File: config.mk
export PLATFORM = sky130hd
export DESIGN_NAME = vga_wr_buf_flat
export DESIGN_NICKNAME = d
export VERILOG_FILES = /design/src/rtl/vga_wr_buf_if.sv /design/src/rtl/vga_wr_buf.sv /design/src/flat_wrapper.sv
export SDC_FILE = /design/constraint.sdc
export NUM_CORES = 1
export LEC_CHECK = 0
export ABC_CLOCK_PERIOD_IN_PS = 12600
export BUFFER_PORTS_ARGS = -buffer_cell sky130_fd_sc_hd__buf_4
export CORE_UTILIZATION = 60
export DETAILED_ROUTE_END_ITERATION = 12
export GPL_TIMING_DRIVEN = 0
export PLACE_DENSITY_LB_ADDON = 0.08
export SLEW_MARGIN = 5
export SYNTH_ARGS = -nofsm -noshare
export SYNTH_HDL_FRONTEND = slang
export SYNTH_SLANG_ARGS = --single-unit
File: constraint.sdc
create_clock -name clk -period 12.6 [get_ports clk]
set_clock_uncertainty 0.2 [all_clocks]
set_input_delay 1.89 -clock clk [delete_from_list [all_inputs] [get_ports clk]]
set_output_delay 1.89 -clock clk [all_outputs]
set_load 0.05 [all_outputs]
File: src/rtl/vga_wr_buf_if.sv
// CPU-side bus of the video write buffer: address, data, active-low strobes and wait.
interface vga_wr_buf_if;
  logic [15:0] a;
  logic [7:0]  d;
  logic        n_we;
  logic        n_oe;
  logic        n_wait;

  modport master (output a, d, n_we, n_oe, input n_wait);
  modport slave  (input a, d, n_we, n_oe, output n_wait);
endinterface

File: src/rtl/vga_wr_buf.sv
// Posted-write FIFO for the 0xE000-0xFFFF video RAMs, drained in 3-clock writes outside scanout.
// CPU is stalled only when the FIFO is full or an ext read waits for posted writes; VGA_WR_BUF_COALESCE_EN merges same-address writes.
module vga_wr_buf #(
  parameter int DEPTH_LOG2 = 3,
  parameter int GUARD      = 3
) (
  input  logic        clk,
  input  logic        n_rst,
  vga_wr_buf_if.slave cpu,
  input  logic [9:0]  hx,
  input  logic [9:0]  vy,
  output logic [12:0] buf_a,
  output logic [7:0]  buf_d,
  output logic        n_buf_oe,
  output logic        n_text_we,
  output logic        n_color_we,
  output logic        n_text_cs,
  output logic        n_color_cs
);
  localparam int DEPTH = 1 << DEPTH_LOG2;
  localparam int CW    = DEPTH_LOG2 + 1;
  localparam logic [DEPTH_LOG2-1:0] PTR_ONE = 1;
  localparam logic [9:0] OK_LO = 10'(136 - GUARD);

  typedef enum logic [1:0] {IDLE, SETUP, STROBE, HOLD} state_t;

  state_t                state_q, state_nx;
  logic [20:0]           mem [DEPTH];
  logic [DEPTH_LOG2-1:0] wr_ptr, rd_ptr, hd_nx;
  logic [CW-1:0]         count;
  logic                  ext, req, acc, full, empty, push, pop, ok, coal, sel, drain_nx;

  assign ext   = (cpu.a[15:13] == 3'b111);
  assign req   = ~cpu.n_we & ext & ~acc;
  assign full  = (count == CW'(DEPTH));
  assign empty = (count == '0);
  assign ok    = ~((vy < 10'd480) & (hx >= OK_LO) & (hx < 10'd776));
  assign pop   = (state_q == HOLD);
  assign hd_nx = pop ? rd_ptr + PTR_ONE : rd_ptr;

  always_comb begin
    state_nx = state_q;
    case (state_q)
      IDLE:    if (!empty && ok) state_nx = SETUP;
      SETUP:   state_nx = STROBE;
      STROBE:  state_nx = HOLD;
      HOLD:    state_nx = (count > CW'(1) && ok) ? SETUP : IDLE;
      default: state_nx = IDLE;
    endcase
  end

`ifdef VGA_WR_BUF_COALESCE_EN
  logic [DEPTH_LOG2-1:0] tail_ptr;
  logic                  tail_busy;
  // The tail is off limits if it is the head being written now or the one about to be.
  always_comb begin
    tail_ptr  = wr_ptr - PTR_ONE;
    tail_busy = ((state_q != IDLE) && (tail_ptr == rd_ptr)) ||
                ((state_nx != IDLE) && (tail_ptr == hd_nx));
    coal      = req & ~empty & ~tail_busy & (mem[tail_ptr][20:8] == cpu.a[12:0]);
  end
`else
  assign coal = 1'b0;
`endif

  assign push       = req & ~coal & ~full;
  assign cpu.n_wait = ~((req & ~coal & full) | (~cpu.n_oe & ext & ~empty));

  always_ff @(posedge clk) begin
    if (push) mem[wr_ptr] <= {cpu.a[12:0], cpu.d};
`ifdef VGA_WR_BUF_COALESCE_EN
    if (coal) mem[tail_ptr][7:0] <= cpu.d;
`endif
  end

  assign sel      = mem[hd_nx][20];
  assign drain_nx = (state_nx != IDLE);

  always_ff @(posedge clk or negedge n_rst) begin
    if (!n_rst) begin
      state_q    <= IDLE;
      wr_ptr     <= '0;
      rd_ptr     <= '0;
      count      <= '0;
      acc        <= 1'b0;
      buf_a      <= '0;
      buf_d      <= '0;
      n_buf_oe   <= 1'b1;
      n_text_we  <= 1'b1;
      n_color_we <= 1'b1;
      n_text_cs  <= 1'b1;
      n_color_cs <= 1'b1;
    end else begin
      state_q <= state_nx;
      if (push) wr_ptr <= wr_ptr + PTR_ONE;
      if (pop)  rd_ptr <= rd_ptr + PTR_ONE;
      case ({push, pop})
        2'b10:   count <= count + CW'(1);
        2'b01:   count <= count - CW'(1);
        default: count <= count;
      endcase
      if (cpu.n_we)         acc <= 1'b0;
      else if (push | coal) acc <= 1'b1;
      // Strobes are registered from the next state so they line up with the FSM.
      n_buf_oe   <= ~drain_nx;
      n_text_cs  <= ~(drain_nx & ~sel);
      n_color_cs <= ~(drain_nx & sel);
      n_text_we  <= ~((state_nx == STROBE) & ~sel);
      n_color_we <= ~((state_nx == STROBE) & sel);
      if (state_nx == SETUP) {buf_a, buf_d} <= mem[hd_nx];
    end
  end
endmodule

File: src/flat_wrapper.sv
// flat-port wrapper written by rule: the top's interface ports become plain ports
module vga_wr_buf_flat 
#(
  parameter int DEPTH_LOG2 = 3,
  parameter int GUARD      = 3
)
  (clk, n_rst, hx, vy, buf_a, buf_d, n_buf_oe, n_text_we, n_color_we, n_text_cs, n_color_cs, cpu_a, cpu_d, cpu_n_we, cpu_n_oe, cpu_n_wait);
  vga_wr_buf_if cpu_i ();
  input  logic clk;
  input  logic n_rst;
  input  logic [9:0] hx;
  input  logic [9:0] vy;
  output logic [12:0] buf_a;
  output logic [7:0] buf_d;
  output logic n_buf_oe;
  output logic n_text_we;
  output logic n_color_we;
  output logic n_text_cs;
  output logic n_color_cs;
  input wire logic [$bits(cpu_i.a)-1:0] cpu_a;
  input wire logic [$bits(cpu_i.d)-1:0] cpu_d;
  input wire logic [$bits(cpu_i.n_we)-1:0] cpu_n_we;
  input wire logic [$bits(cpu_i.n_oe)-1:0] cpu_n_oe;
  output wire logic [$bits(cpu_i.n_wait)-1:0] cpu_n_wait;
  assign cpu_i.a = cpu_a;
  assign cpu_i.d = cpu_d;
  assign cpu_i.n_we = cpu_n_we;
  assign cpu_i.n_oe = cpu_n_oe;
  assign cpu_n_wait = cpu_i.n_wait;
  vga_wr_buf #(.DEPTH_LOG2(DEPTH_LOG2), .GUARD(GUARD)) u_core (.clk(clk), .n_rst(n_rst), .cpu(cpu_i), .hx(hx), .vy(vy), .buf_a(buf_a), .buf_d(buf_d), .n_buf_oe(n_buf_oe), .n_text_we(n_text_we), .n_color_we(n_color_we), .n_text_cs(n_text_cs), .n_color_cs(n_color_cs));
endmodule
==> impl_metrics.py, run 1 <==
metrics = {
    "run_status": {
        "status": "finished clean",
    },
    "hold_path": {
        "holdCritStartpoint": "u_core.buf_a[6]$_DFFE_PN0N_",
        "hold_end": "u_core.buf_a[6]$_DFFE_PN0N_",
        "holdCritPathClass": "reg2reg",
        "whs_path_depth": 1,
    },
    "detailed_routing": {
        "drtIter0Drc": 614,
        "vias": 6423,
        "routed_wl_mm": 23.2,
        "vias_per_cell": 6.37,
        "ant_nets": 0,
        "drc": 0,
        "drtPass1Iterations": 5,
        "wl_per_cell_um": 23.0,
    },
    "clocking": {
        "numCtsBuffers": 22,
        "clkSinkCount": 207,
        "cts_tree": "built",
        "htree_levels": 1,
        "post_cts_buffers": 0,
        "clk_latency_ns": 0.50,
        "cts_root_buf": "clkbuf_16",
        "clockBufferDepth": 3,
        "path_clk_slew_ns": 0.05,
        "cts_resized": 0,
        "hold_buffers": 0,
    },
    "pwr": {
        "leakage_nw": 4.47,
        "fin_total_pwr_mw": 2.93,
        "powerDensity_nw_per_um2": 258,
        "peakVddDrop_mv": 0.179,
    },
    "die": {
        "fp.dieW_um": 129,
        "die_area_um2": 16500,
        "core.rowCount": 45,
        "initial_core_util_pct": 62.3,
        "die_h_um": 129,
        "top_level_ports": 75,
        "core_um2": 15400,
    },
    "yosys": {
        "synth_top_area_share_pct": 52.5,
        "synthCells": 673,
        "ys_dominant_reg_cell": "edfxtp_1",
        "ys_async_sr_fraction_pct": 18.8,
        "synth.ff_latch_count": 207,
        "synth_area_leaders": "edfxtp_1 52%, mux2i_1 18%, dfrtp_1 8.8%, o22ai_1 5.5%, mux2_4 3.1%",
        "synth.distinct_cells": 41,
        "synth-edff-count": 168,
        "yosysSeqAreaShare_pct": 62.7,
        "synth_area_um2": 9620,
        "yosys.area.top_type": "edfxtp_1",
        "syn_nets": 729,
        "syn_avg_cell_area_um2": 14.3,
        "yosysMostFrequentCell": "mux2i_1",
        "yosys_warnings": 0,
        "synth_commonest_cells": "169 x mux2i_1, 168 x edfxtp_1, 84 x o22ai_1, 43 x o21ai_0, 34 x dfrtp_1",
    },
    "critical_path": {
        "path_cells": "buf_4, nor2_1, nand2_1, a211o_1, buf_4",
        "cpPeakStageDelay_ns": 0.30,
        "r2r-start": "u_core.count[0]$_DFFE_PN0P_",
        "crit_top_cell": "buf_4",
        "criticalPathCategory": "in2out",
        "reg2regPathDepth": 10,
        "cp-start-kind": "input port",
        "crit_path_end_kind": "output port",
        "critPathRequiredTime_ns": 10.51,
        "cp_max_fo": 2,
        "arrival_ns": 2.69,
        "r2r_slack_ns": 9.23,
        "r2r_end": "u_core.mem[0][19]$_DFFE_PP_",
        "cp_slowest_cell": "a211o_1",
    },
    "finish": {
        "finish.utilization_pct": 73.6,
        "drive_gt1_share_pct": 21.7,
        "area_growth_pct": 18.1,
        "fillerInstances": 1007,
        "final_cell_area_um2": 11400,
        "antenna_cells": 0,
        "fin_nets": 838,
        "fin_cells": 1009,
    },
    "placed_design": {
        "gp_congestion": 0.769,
        "pre_cts_ws_ns": 7.83,
        "place_inst": 969,
        "port_buffers": 69,
        "dp_hpwl_mm": 15.6,
        "place_area_um2": 10600,
    },
    "sta": {
        "setup_viol": 0,
        "report.final.slew_viol_count": 0,
        "worstMarginPinSlew_ns": 0.929,
        "final.setup.worst_slack_ns": 7.82,
        "period_needed_ns": 4.78,
        "rsz0062_at_grt": "no",
        "fin_crit_sh_pct": 37.9,
        "fin_tns_setup_ns": 0,
        "whs_ns": 0.315,
        "hold_viol": 0,
        "maxSlewHeadroom_pct": 37.7,
        "fmax_mhz": 209,
    },
    "global_routing": {
        "antenna_found_initial": 0,
        "grt_pass1_vias": 6458,
        "grt_overflow_total": 0,
        "grt_pass1_wl_mm": 35.3,
        "grt_max_degree": 40,
        "grtUsageTotal_pct": 29.0,
    },
    "run": {
        "maxCapViolations": 0,
    },
}
## worst max-delay path by stage
stage / start / to / slack, ns / depth (start not counted)
floorplan: cpu_a[15] / u_core.mem[4][0]$_DFFE_PP_ / 7.21 / 5
global placement: cpu_a[15] / u_core.mem[4][13]$_DFFE_PP_ / 5.00 / 6
detailed placement: cpu_n_we / cpu_n_wait / 7.83 / 5
CTS: cpu_n_we / cpu_n_wait / 7.83 / 5
global route: cpu_n_we / cpu_n_wait / 7.76 / 5
finish: cpu_n_we / cpu_n_wait / 7.82 / 5
## state kept, by name (all words and copies together), names as in the netlist
signal             count
u_core.mem           168
u_core.buf_a          13
u_core.buf_d           8
u_core.count           4
u_core.rd_ptr          3
u_core.wr_ptr          3
u_core.state_q         2
u_core.acc             1
u_core.n_buf_oe        1
u_core.n_color_cs      1
u_core.n_color_we      1
u_core.n_text_cs       1
u_core.n_text_we       1
## cells by family (layout without fill, tap and decap cells)
logic type / after synthesis / after routing / synth area share (%)
fa+ha+maj: 8 / 8 / 1.04
mux: 190 / 190 / 20.8
buf+inv: 56 / 181 / 2.73
xor+xnor: 8 / 8 / 0.729
compound gates: 141 / 141 / 8.90
flops: 207 / 207 / 62.7
simple gates: 63 / 63 / 3.10
## layer usage
layer / wire [µm] / track usage, %
met5: 0 / 0
met4: 737 / 12.3
met3: 1840 / 4.28
met2: 11100 / 47.0
met1: 9570 / 39.5
## report_power, final
part / switching, mW / internal [mW] / leakage [nW]
combinational: 0.839 / 0.547 / 2.12
clock: 0.252 / 0.422 / 0.369
sequential: 0.0483 / 0.820 / 1.98
## cell type report
cell class	instances	area, µm²	area share (%)
sequential	207	6030	53.1
inverter	10	37.5	0.330
clock inverter	9	145	1.28
tap	211	264	2.32
timing repair buffer	85	676	5.95
buffer	46	225	1.98
clock buffer	31	616	5.42
multi-input combinational	410	3370	29.7
## placed cells by master (no fill, tap or decap), types with 3 or more instances in the layout
master and count:
mux2i_1 169, clkbuf_16 23, edfxtp_1 168, buf_6 6, xnor2_1 4, ha_1 8, nand2_1 14, bufinv_16 4
nand2b_1 3, buf_2 16, buf_1 4, dfrtp_1 34, dfstp_2 5, a21oi_1 5, xor2_1 4, o21ai_0 43
nor3_2 3, clkbuf_1 31, nand3_1 3, nor2_1 25, o22ai_1 84, clkinv_1 4, buf_4 77, mux2_4 20
inv_1 8
## critical path: cells and delay by family
kind                   cells  cell delay [ns]
buffers and inverters      2             0.30
AO/OA/AOI/OAI              1             0.30
AND/OR/NAND/NOR            2             0.20
No activity file was read; power rests on OpenSTA's default activity.
==> inputs of run 2 (changes only) <==
ABC_AREA = 1   (was default)
ABC_CLOCK_PERIOD_IN_PS = 4900   (was 12600)
clock period = 4.9 ns   (was 12.6 ns; I/O delays follow)
==> impl_metrics.py, run 2 <==
metrics = {
    "clocking": {
        "numCtsBuffers": 22,
        "path_clk_slew_ns": 0.06,
        "cts_root_buf": "clkbuf_16",
        "clockBufferDepth": 3,
        "cts_tree": "built",
        "clk_latency_ns": 0.50,
        "clkSinkCount": 207,
        "htree_levels": 1,
    },
    "pwr": {
        "netSwitchingFraction_pct": 43.4,
        "powerDensity_nw_per_um2": 663,
        "peakVddDrop_mv": 0.373,
        "p_clk_share_pct": 21.2,
        "power.switching_mw": 3.12,
        "pwr-share-comb_pct": 48.1,
        "intPower_mw": 4.06,
        "leakage_nw": 5.18,
        "seqPwrFrac_pct": 30.7,
    },
    "global_routing": {
        "grt_max_degree": 40,
        "grt_pass1_vias": 5942,
        "grtUsageTotal_pct": 25.8,
        "antenna_found_initial": 0,
        "grt_overflow_total": 0,
        "grt_pass1_wl_mm": 30.8,
    },
    "critical_path": {
        "critPathRequiredTime_ns": 4.91,
        "arrival_ns": 2.90,
        "criticalPathCategory": "reg2reg",
        "crit_path_start": "u_core.count[0]$_DFFE_PN0P_",
        "cp-start-kind": "register",
        "reg2regPathDepth": 8,
        "cp_max_fo": 9,
        "crit_path_end_kind": "register",
        "r2r_slack_ns": 2.01,
        "r2r-start": "u_core.count[0]$_DFFE_PN0P_",
    },
    "finish": {
        "antenna_cells": 0,
        "regMostFlops": "u_core.mem",
        "top_regs": "u_core.mem (168), u_core.buf_a (13), u_core.buf_d (8)",
        "fillerInstances": 1040,
        "final_cell_mix": "347 x nand2_1, 192 x inv_1, 168 x edfxtp_1",
        "fin_nets": 1111,
        "drive_gt1_share_pct": 15.7,
        "final_cell_area_um2": 10800,
        "final_common_cell": "nand2_1",
        "largest_reg_flops": 168,
        "area_growth_pct": 17.6,
    },
    "hold_path": {
        "holdCritPathClass": "in2reg",
        "holdCritStartpoint": "cpu_n_we",
        "whs_path_depth": 2,
    },
    "detailed_routing": {
        "vias": 6306,
        "routed_wl_mm": 19.4,
        "drtIter0Drc": 578,
        "vias_per_cell": 5.02,
        "drc": 0,
        "ant_nets": 0,
        "drtPass1Iterations": 5,
        "wl_per_cell_um": 15.5,
    },
    "yosys": {
        "synth_area_leaders": "edfxtp_1 55%, nand2_1 14%, dfrtp_1 9.2%, inv_1 7.8%, nand3_1 5.9%",
        "ys_dominant_reg_cell": "edfxtp_1",
        "syn_nets": 1006,
        "synth_area_um2": 9220,
        "yosysSeqAreaShare_pct": 65.4,
        "yosysMostFrequentCell": "nand2_1",
        "yosys_warnings": 0,
        "syn_avg_cell_area_um2": 9.70,
        "yosys.area.top_type": "edfxtp_1",
        "synth.ff_latch_count": 207,
        "synthCells": 950,
        "synth-edff-count": 168,
        "synth.distinct_cells": 24,
        "ys_async_sr_fraction_pct": 18.8,
        "synth_top_area_share_pct": 54.7,
        "synth_commonest_cells": "347 x nand2_1, 192 x inv_1, 168 x edfxtp_1, 109 x nand3_1, 34 x dfrtp_1",
    },
    "placed_design": {
        "pre_cts_ws_ns": 1.72,
        "gp_congestion": 0.793,
        "dp_hpwl_mm": 13.0,
        "port_buffers": 69,
        "place_area_um2": 10200,
    },
    "die": {
        "core.rowCount": 44,
        "core_um2": 14800,
        "initial_core_util_pct": 62.5,
        "top_level_ports": 75,
        "die_area_um2": 15900,
        "fp.dieW_um": 126,
        "die_h_um": 126,
    },
    "sta": {
        "worstMarginPinSlew_ns": 0.767,
        "hold_viol": 0,
        "fin_crit_sh_pct": 59.0,
        "final.setup.worst_slack_ns": 2.01,
        "setup_viol": 0,
        "maxSlewHeadroom_pct": 48.6,
        "period_needed_ns": 2.89,
        "fmax_mhz": 346,
        "rsz0062_at_grt": "no",
        "report.final.slew_viol_count": 0,
    },
    "run": {
        "maxCapViolations": 0,
    },
    "run_status": {
        "status": "finished clean",
    },
}
==> run 2: cell count changes in the layout (fill, tap and decap cells not counted), moves of 7 or more <==
cell | before | now
nand3_1 | 3 | 109
nand2_1 | 14 | 347
o21ai_0 | 43 | 7
buf_2 | 16 | 25
inv_1 | 8 | 192
nor2_1 | 25 | 13
mux2_4 | 20 | 0
clkbuf_1 | 31 | 4
mux2i_1 | 169 | 0
buf_6 | 6 | 13
o22ai_1 | 84 | 0
==> run 2: metal layers <==
| metal | vias up | part of all wire, % | track usage (%) |
|---|---|---|---|
| met5 | - | 0 | 0 |
| met4 | 0 | 3.8 | 9.00 |
| met3 | 50 | 9.7 | 4.21 |
| met2 | 283 | 45 | 41.5 |
| met1 | 2815 | 42 | 36.0 |
| li1 | 3158 | - | - |
==> run 2: worst paths after layout <==
kind,end
worst min register to register,u_core.buf_d[3]$_DFFE_PN0N_
min in group asynchronous,u_core.buf_a[6]$_DFFE_PN0N_
worst min-delay path,u_core.acc$_DFFE_PN0P_
worst max register to register,u_core.mem[4][17]$_DFFE_PP_
worst max-delay path,u_core.mem[4][17]$_DFFE_PP_
max in group asynchronous,u_core.n_buf_oe$_DFF_PN1_
==> run 2: kinds of logic after synthesis <==
logic type | share of synthesized area (%)
adder cells (fa/ha/maj) | 1.09
flip-flops | 65.4
buffers and inverters | 10.5
XOR/XNOR | 0.652
AND/OR/NAND/NOR | 21.4
AO/OA/AOI/OAI | 0.937
==> run 2: cell type report <==
cell class | instances | area (µm²) | share of cell area [%]
buffer | 37 | 241 | 2.23
sequential | 207 | 6030 | 55.6
clock inverter | 10 | 41.3 | 0.381
clock buffer | 30 | 626 | 5.77
multi-input combinational | 512 | 2260 | 20.8
timing repair buffer | 81 | 688 | 6.35
tap | 184 | 230 | 2.12
inverter | 194 | 728 | 6.72
==> run 2: timing repair <==
action                                 in CTS  in global routing
hold buffers                                1                  0
buffers inserted                            0                  0
resized for setup                           0                  0
endpoints found under the hold margin       7                  0
==> run 2: power by group through the flow <==
stage | registers (mW) | clock network (mW) | logic (mW)
6_report | 2.21 | 1.52 | 3.45
5_1_grt | 2.23 | 1.61 | 3.82
4_1_cts | 2.21 | 1.54 | 3.43
3_5_place_dp | 2.24 | 0 | 3.41
3_3_place_gp | 2.23 | 0 | 3.34
2_1_floorplan | 2.57 | 0 | 2.05
==> run 2: stage by stage <==
step,setup TNS (ns),util (%),cells,power [mW],hold slack [ns]
after floorplan,0,-,950,4.61,0.239
after global routing,0,73.5,1255,7.66,0.229
after CTS,0,73.5,1255,7.18,0.215
final,0,73.5,1255,7.18,0.231
after detailed placement,0,68.9,1214,5.65,0.260
after global placement,-6.99,67.6,1203,5.57,0.256
==> run 2: critical path, cell delays in order (launching register included) <==
cell     delay, ns
dfrtp_1       0.42
inv_1         0.10
ha_1          0.24
nand3_1       0.11
nand2_1       0.15
or2_2         0.39
nor3_2        0.58
buf_6         0.25
buf_8         0.15
